===== src/rtl/jtframe_uart_fifo_pkg.sv =====
// Shared constants for the UART FIFO bridge: CPU register map, STATUS/CTRL
// bit positions and the Tx engine state encoding.
package jtframe_uart_fifo_pkg;

    localparam logic [1:0] ADDR_STATUS = 2'd0;
    localparam logic [1:0] ADDR_CTRL   = 2'd1;
    localparam logic [1:0] ADDR_RXDATA = 2'd2;
    localparam logic [1:0] ADDR_TXDATA = 2'd3;

    localparam int ST_RX_NEMPTY = 0;
    localparam int ST_TX_FULL   = 1;
    localparam int ST_RX_OVF    = 2;
    localparam int ST_RX_ERR    = 3;
    localparam int ST_TX_IDLE   = 4;
    localparam int ST_TX_OVF    = 5;

    localparam int CTRL_RX_IE  = 0;
    localparam int CTRL_TXE_IE = 1;
    localparam int CTRL_CLR    = 7;

    localparam int TX_TIMEOUT = 16;
    localparam int TMR_W      = 4;

    typedef enum logic [1:0] {
        TX_IDLE = 2'd0,
        TX_LOAD = 2'd1,
        TX_WAIT = 2'd2
    } tx_state_e;

endpackage


===== src/rtl/jtframe_uart_fifo_fifo.sv =====
// Generic synchronous FIFO with extra-MSB pointers; a pop on a non-empty
// FIFO frees its slot so a simultaneous push is accepted even when full.
module jtframe_fifo #(
    parameter int DW = 8,
    parameter int AW = 4
) (
    input  logic          clk,
    input  logic          rst_n,
    input  logic          push,
    input  logic          pop,
    input  logic [DW-1:0] din,
    output logic          full,
    output logic          empty,
    output logic [DW-1:0] head
);

    logic [AW:0]   wp_q, wp_d, rp_q, rp_d;
    logic [DW-1:0] mem_q [2**AW];
    logic          do_push, do_pop;

    always_comb begin
        empty   = (wp_q == rp_q);
        full    = (wp_q[AW] != rp_q[AW]) && (wp_q[AW-1:0] == rp_q[AW-1:0]);
        do_pop  = pop & ~empty;
        do_push = push & (~full | do_pop);
        wp_d    = wp_q + {{AW{1'b0}}, do_push};
        rp_d    = rp_q + {{AW{1'b0}}, do_pop};
        head    = mem_q[rp_q[AW-1:0]];
    end

    always_ff @(posedge clk) begin
        if (!rst_n) begin
            wp_q <= '0;
            rp_q <= '0;
        end else begin
            wp_q <= wp_d;
            rp_q <= rp_d;
        end
    end

    // Storage is not reset; only the pointers define valid contents.
    always_ff @(posedge clk) begin
        if (do_push) mem_q[wp_q[AW-1:0]] <= din;
    end

endmodule


===== src/rtl/jtframe_uart_fifo.sv =====
// CPU-side register bridge between a byte UART core and the CPU bus, with
// Rx/Tx FIFOs, sticky error flags, a Tx feeder engine and an interrupt.
module jtframe_uart_fifo
    import jtframe_uart_fifo_pkg::*;
#(
    parameter int RX_AW = 4,
    parameter int TX_AW = 4,
    parameter int DW    = 8
) (
    input  logic          clk,
    input  logic          rst_n,
    input  logic          cen,
    input  logic          cs,
    input  logic [1:0]    A,
    input  logic          rd_n,
    input  logic          wr_n,
    input  logic [DW-1:0] din,
    output logic [DW-1:0] dout,
    output logic          irq_n,
    input  logic [DW-1:0] rx_data,
    input  logic          rx_done,
    input  logic          rx_error,
    output logic [DW-1:0] tx_data,
    output logic          tx_wr,
    input  logic          tx_busy
);

    logic          wr_acc, rd_acc, wr_acc_q, wr_acc_d, rd_acc_q, rd_acc_d;
    logic          wr_fire, ctrl_wr, rx_push, rx_pop, tx_push, tx_pop;
    logic          rx_full, rx_empty, tx_full, tx_empty, tx_idle;
    logic [DW-1:0] rx_head, tx_head, status, ctrl_rd;
    logic          rx_ie_q, rx_ie_d, txe_ie_q, txe_ie_d;
    logic          rx_ovf_q, rx_ovf_d, rx_err_q, rx_err_d, tx_ovf_q, tx_ovf_d;
    logic          irq_n_q, irq_n_d, tx_wr_q, tx_wr_d;
    logic [DW-1:0] tx_data_q, tx_data_d;
    logic [TMR_W-1:0] tmr_q, tmr_d;
    tx_state_e     state_q, state_d;

    // Writes act on the leading cen of an access; the RXDATA pop waits for
    // the trailing cen so the CPU sees a stable head for the whole read.
    always_comb begin
        wr_acc   = cs & ~wr_n;
        rd_acc   = cs & ~rd_n & (A == ADDR_RXDATA);
        wr_fire  = cen & wr_acc & ~wr_acc_q;
        rx_pop   = cen & rd_acc_q & ~rd_acc;
        rx_push  = cen & rx_done;
        tx_push  = wr_fire & (A == ADDR_TXDATA);
        ctrl_wr  = wr_fire & (A == ADDR_CTRL);
        tx_pop   = cen & (state_q == TX_LOAD);
        wr_acc_d = cen ? wr_acc : wr_acc_q;
        rd_acc_d = cen ? rd_acc : rd_acc_q;
        tx_idle  = (state_q == TX_IDLE) & tx_empty & ~tx_busy;
    end

    always_comb begin
        rx_ie_d  = rx_ie_q;
        txe_ie_d = txe_ie_q;
        rx_ovf_d = rx_ovf_q;
        rx_err_d = rx_err_q;
        tx_ovf_d = tx_ovf_q;
        if (ctrl_wr) begin
            rx_ie_d  = din[CTRL_RX_IE];
            txe_ie_d = din[CTRL_TXE_IE];
            if (din[CTRL_CLR]) begin
                rx_ovf_d = 1'b0;
                rx_err_d = 1'b0;
                tx_ovf_d = 1'b0;
            end
        end
        // A new event on the clearing cen still gets recorded.
        if (rx_push & rx_full & ~rx_pop) rx_ovf_d = 1'b1;
        if (cen & rx_error)              rx_err_d = 1'b1;
        if (tx_push & tx_full & ~tx_pop) tx_ovf_d = 1'b1;
        irq_n_d = cen ? ~((rx_ie_q & ~rx_empty) | (txe_ie_q & tx_idle) | rx_ovf_q | rx_err_q)
                      : irq_n_q;
    end

    always_comb begin
        state_d   = state_q;
        tmr_d     = tmr_q;
        tx_data_d = tx_data_q;
        if (cen) begin
            case (state_q)
                TX_IDLE: if (!tx_empty && !tx_busy) begin
                    state_d   = TX_LOAD;
                    tx_data_d = tx_head;
                end
                TX_LOAD: begin
                    state_d = TX_WAIT;
                    tmr_d   = '0;
                end
                TX_WAIT: begin
                    if (tx_busy || tmr_q == TMR_W'(TX_TIMEOUT - 1)) state_d = TX_IDLE;
                    else                                             tmr_d   = tmr_q + TMR_W'(1);
                end
                default: state_d = TX_IDLE;
            endcase
        end
        tx_wr_d = (state_d == TX_LOAD);
    end

    always_comb begin
        status                = '0;
        status[ST_RX_NEMPTY]  = ~rx_empty;
        status[ST_TX_FULL]    = tx_full;
        status[ST_RX_OVF]     = rx_ovf_q;
        status[ST_RX_ERR]     = rx_err_q;
        status[ST_TX_IDLE]    = tx_idle;
        status[ST_TX_OVF]     = tx_ovf_q;
        ctrl_rd               = '0;
        ctrl_rd[CTRL_RX_IE]   = rx_ie_q;
        ctrl_rd[CTRL_TXE_IE]  = txe_ie_q;
        dout                  = '0;
        case (A)
            ADDR_STATUS: dout = status;
            ADDR_CTRL:   dout = ctrl_rd;
            ADDR_RXDATA: dout = rx_empty ? '0 : rx_head;
            default:     dout = '0;
        endcase
    end

    always_ff @(posedge clk) begin
        if (!rst_n) begin
            wr_acc_q  <= 1'b0;
            rd_acc_q  <= 1'b0;
            rx_ie_q   <= 1'b0;
            txe_ie_q  <= 1'b0;
            rx_ovf_q  <= 1'b0;
            rx_err_q  <= 1'b0;
            tx_ovf_q  <= 1'b0;
            irq_n_q   <= 1'b1;
            state_q   <= TX_IDLE;
            tmr_q     <= '0;
            tx_wr_q   <= 1'b0;
            tx_data_q <= '0;
        end else begin
            wr_acc_q  <= wr_acc_d;
            rd_acc_q  <= rd_acc_d;
            rx_ie_q   <= rx_ie_d;
            txe_ie_q  <= txe_ie_d;
            rx_ovf_q  <= rx_ovf_d;
            rx_err_q  <= rx_err_d;
            tx_ovf_q  <= tx_ovf_d;
            irq_n_q   <= irq_n_d;
            state_q   <= state_d;
            tmr_q     <= tmr_d;
            tx_wr_q   <= tx_wr_d;
            tx_data_q <= tx_data_d;
        end
    end

    assign irq_n   = irq_n_q;
    assign tx_wr   = tx_wr_q;
    assign tx_data = tx_data_q;

    jtframe_fifo #(.DW(DW), .AW(RX_AW)) u_rx_fifo (
        .clk   (clk),
        .rst_n (rst_n),
        .push  (rx_push),
        .pop   (rx_pop),
        .din   (rx_data),
        .full  (rx_full),
        .empty (rx_empty),
        .head  (rx_head)
    );

    jtframe_fifo #(.DW(DW), .AW(TX_AW)) u_tx_fifo (
        .clk   (clk),
        .rst_n (rst_n),
        .push  (tx_push),
        .pop   (tx_pop),
        .din   (din),
        .full  (tx_full),
        .empty (tx_empty),
        .head  (tx_head)
    );

endmodule


===== config.mk =====
export PLATFORM = sky130hd
export DESIGN_NAME = jtframe_uart_fifo
export DESIGN_NICKNAME = d
export VERILOG_FILES = /design/src/rtl/jtframe_uart_fifo_pkg.sv /design/src/rtl/jtframe_uart_fifo_fifo.sv /design/src/rtl/jtframe_uart_fifo.sv
export SDC_FILE = /design/constraint.sdc
export NUM_CORES = 1
export LEC_CHECK = 0
export CORE_ASPECT_RATIO = 0.75
export CORE_MARGIN = 4
export CORE_UTILIZATION = 45
export CTS_BUF_LIST = sky130_fd_sc_hd__clkbuf_4 sky130_fd_sc_hd__clkbuf_8
export CTS_CLUSTER_DIAMETER = 40
export DETAILED_ROUTE_END_ITERATION = 8
export PLACE_DENSITY = 0.67
export SETUP_SLACK_MARGIN = 0.4
export SLEW_MARGIN = 0
export SYNTH_ARGS = -nofsm -noshare
export SYNTH_HDL_FRONTEND = slang
export SYNTH_SLANG_ARGS = --single-unit

===== constraint.sdc =====
create_clock -name clk -period 2.7 [get_ports clk]
set_input_delay 0.405 -clock clk [delete_from_list [all_inputs] [get_ports clk]]
set_output_delay 0.405 -clock clk [all_outputs]
set_load 0.01 [all_outputs]

==> summary.txt <==
CTS
  • Max clock buf depth: 3
  • Post-CTS Hold Buffers: 0
  • Clk pin slew, worst setup/hold paths: 0.07 ns
  • H-tree Lvls: 2
  • CTS sink count: about 300
  • Root buf cell: clkbuf_8
  • CTS tree: done
  • Clk_lat worst skew: 0.57 ns
  • Inserted Clock Buffers: between 40 and 50

Synthesis
  • Fraction of registers with async set or reset after synthesis: 0%
  • Number of enable flip-flop cells after synthesis: 256
  • Syn Inst Count: 690
  • Synth unique cells: 57
  • Top FF cell, synth: edfxtp_1
  • Post-synthesis sequential area ratio: a little under three quarters
  • Register bit total from synthesis: between 200 and 300
  • Syn_nets: roughly 730
  • Avg Cell Area, Syn: 17.5 sq um
  • Ys Warns: 0
  • Cell area after synthesis: roughly 12000 sq um

Global route
  • Largest net degree at the start of global routing: 35
  • Vias in the first global route: approximately 7000
  • Initial antenna violation count: 0
  • Total Routing Usage GR: 18.1%
  • Global-route wire length before repair: ~41000 um
  • Grt ovf: 0

STA
  • Final clock skew: approximately 0.051 ns
  • # setup viols final: 7
  • Shortest period the worst path allows: 2.83 ns
  • Final Hold Fails: 0
  • Tightest Pin Transition: 0.737 ns
  • Worst setup slack after layout: -0.126 ns
  • Slew Limit Fails: 0
  • Relative slew slack: 50.8%
  • Max Clk Rate: 0.354 GHz
  • Unrepaired setup endpoints after global routing: true
  • Fin crit share: 105%

Die
  • Die width: just under 200 um
  • Die Y: 150 um
  • IO Pins: 45
  • Total die area: 29500 sq um
  • Placeable Area: 26200 sq um
  • Starting Density: 46.1%
  • # rows: 51

Setup path
  • Crit path capture type: output pin
  • WP data required: 2.30 ns
  • Register-to-Register Path Depth: 11
  • Crit start category: flop
  • Family with the most delay on the worst path: multiplexers
  • R2R setup slack: 0.18 ns
  • Crit path cell chain: buf_12 -> buf_16 -> mux4_2 -> a22oi_2 -> and3_4 -> o32ai_2 -> buf_2
  • Crit Path Class: flop to output pin
  • Data arrival, critical path: 2.42 ns
  • Slowest CP cell: mux4_2
  • CP Max Fanout: 4
  • Reg2Reg Launch Point: u_rx_fifo.rp_q[0]$_SDFF_PN0_
  • Worst r2r dst: u_rx_fifo.mem_q[2][2]$_DFFE_PP_
  • Largest stage delay, worst path: 0.53 ns
  • CP Buf/Inv Count: 3

Final layout
  • Post-route insts no fill: 1203
  • Sequential Area: around 8600 sq um
  • Filler instances: 1966
  • Layout Nets: 862
  • Antenna cells: 0
  • Share of layout cells above drive strength 1: 33.6%
  • Area of the multi-input gates: around 3600 sq um
  • Area Growth Syn to Fin: 22.2%

Drt
  • Post-Route WL: 26400 um
  • Drt via density: 5.59
  • WL/cell: around 22 um
  • Remaining DRCs: 0
  • First-pass DRT Iterations: 5
  • Detailed Route Iter0 Violations: 556
  • Post-route ant nets: 0
  • Via count: 6723

Min path
  • Min-Delay Endpoint: tx_ovf_q$_SDFFE_PN0P_
  • Hold path depth: 2
  • Hold_sp: tx_ovf_q$_SDFFE_PN0P_
  • HP Class: flop to flop

Run status
  • Failing checks: negative setup slack
  • Outcome: finished with violations

Place
  • Inst Count DP: 1100
  • Gp weighted congestion: 0.844
  • IO buf count: 44
  • Post-DP HPWL: about 17000 um
  • Dpl ws: -0.122 ns

Power and ir drop
  • Cell Pwr Density: 601 nW/um^2
  • P_leak: 4.81 nW
  • Maximum vdd drop: 302 uV

Run
  • Max-capacitance violation count: 0
what timing repair did:
| item | 4_1_cts | 5_1_grt |
|---|---|---|
| buffers inserted | 21 | 0 |
| endpoints found under the setup margin | 143 | 267 |
| gates resized for setup | 95 | 43 |
| cloned | 1 | 0 |
| pin swaps | 15 | 7 |
cells in the final DEF (no fill, tap or decap), types with 22 or more instances in the layout:
cell type and n:
dfxtp_1 39, clkbuf_8 46, nor2_1 23, buf_4 53, clkbuf_4 22, mux4_2 64
edfxtp_1 256, and2_1 22, nand2_1 24, clkdlybuf4s50_1 36
where the power goes:
group          leakage (nW)  switching, W  internal, W
Clock                 0.462       0.00163      0.00189
Combinational          1.70      0.000172     0.000117
Sequential             2.65    0.00000979      0.00503
state kept, by name, summed over array words and instances, names as in the netlist, 2 cells and up:
| register | cells |
|---|---|
| u_rx_fifo.rp_q | 5 |
| tx_data | 8 |
| u_rx_fifo.mem_q | 128 |
| tmr_q | 4 |
| u_tx_fifo.wp_q | 5 |
| u_tx_fifo.rp_q | 5 |
| u_rx_fifo.wp_q | 5 |
| state_q | 2 |
| u_tx_fifo.mem_q | 128 |
per-layer routing:
metal	GRT usage, %	share of wire [%]	vias to the layer above
met5	0	0	-
met4	4.19	1.3	0
met3	3.58	6.2	26
met2	26.4	45	209
met1	28.3	48	3474
li1	-	-	3014
how the worst max path moves through the flow:
| stage | startpoint | to | slack, ns | depth (start not counted) |
|---|---|---|---|---|
| 2_1_floorplan | wr_n | u_tx_fifo.mem_q[12][0]$_DFFE_PP_ | 0.52 | 4 |
| 3_3_place_gp | u_rx_fifo.rp_q[2]$_SDFF_PN0_ | dout[4] | -0.07 | 5 |
| 3_5_place_dp | u_rx_fifo.rp_q[1]$_SDFF_PN0_ | dout[0] | -0.12 | 6 |
| 4_1_cts | u_rx_fifo.rp_q[0]$_SDFF_PN0_ | dout[5] | -0.14 | 7 |
| 5_1_grt | u_rx_fifo.rp_q[0]$_SDFF_PN0_ | dout[5] | -0.17 | 7 |
| 6_report | u_rx_fifo.rp_q[0]$_SDFF_PN0_ | dout[5] | -0.13 | 7 |
metrics by stage:
stage | power (W) | cell area, sq um | setup TNS [ns] | util [%] | hold WS (ns)
floorplan | 0.00522 | 12100 | 0 | - | 0.435
global placement | 0.00537 | 13300 | -0.209 | 50.7 | 0.455
detailed placement | 0.00538 | 13300 | -2.62 | 50.7 | 0.458
CTS | 0.00892 | 14600 | -0.525 | 55.6 | 0.466
global route | 0.00919 | 14700 | -1.08 | 56.3 | 0.481
finish | 0.00885 | 14700 | -0.451 | 56.3 | 0.471
cell families after synthesis:
| group | count (synthesis) | synth area share (%) |
|---|---|---|
| buffers and inverters | 51 | 1.97 |
| adders and majority gates | 9 | 0.934 |
| DFF | 299 | 70.9 |
| muxes | 73 | 12.8 |
| and+or+nand+nor | 161 | 6.92 |
| AOI/OAI and AO/OA | 74 | 4.83 |
| xor gates and xnor gates | 23 | 1.67 |
Yosys cell counts, types with 2 or more instances:
master	instances	area share [%]
edfxtp_1	256	64
mux4_2	61	11
dfxtp_1	43	7.1
nor2_1	38	1.2
nand2_1	24	0.75
and2_1	23	1.2
clkbuf_1	17	0.53
nand3_1	17	0.71
nor3_1	17	0.71
xnor2_1	17	1.2
a22o_1	16	1.2
nor2b_1	13	0.67
buf_2	10	0.41
o22ai_1	10	0.52
ha_1	9	0.93
inv_1	9	0.28
mux2i_1	9	0.75
nand2b_1	7	0.36
buf_1	6	0.19
buf_4	6	0.37
o21ai_0	6	0.25
xor2_1	6	0.44
a21oi_1	5	0.21
a211oi_1	4	0.25
a22oi_1	4	0.25
and3_1	4	0.21
or3_1	4	0.21
mux4_1	3	0.65
nand3b_1	3	0.19
o2111ai_1	3	0.22
o211ai_1	3	0.19
o21a_1	3	0.19
o31ai_1	3	0.19
or4_1	3	0.19
a21boi_1	2	0.12
nand4_1	2	0.10
nor4_1	2	0.10
o311ai_2	2	0.27
o32ai_1	2	0.15
cell type report:
class | count | share of cell area [%]
sequential | 299 | 58.1
inverter | 10 | 0.255
clock buffer | 68 | 5.42
multi-input combinational | 340 | 24.4
clock inverter | 13 | 0.425
tap | 344 | 2.92
timing repair buffer | 129 | 8.49
worst reg2reg max path, delay by kind of cell, from the launching register on:
family                    cells  cell delay [ns]
buffers and inverters         7             1.14
xor gates and xnor gates      1             0.12
DFF                           1             0.38
and+or+nand+nor               2             0.31
AOI/OAI and AO/OA             1             0.29
Power figures use the tool's default switching activity.
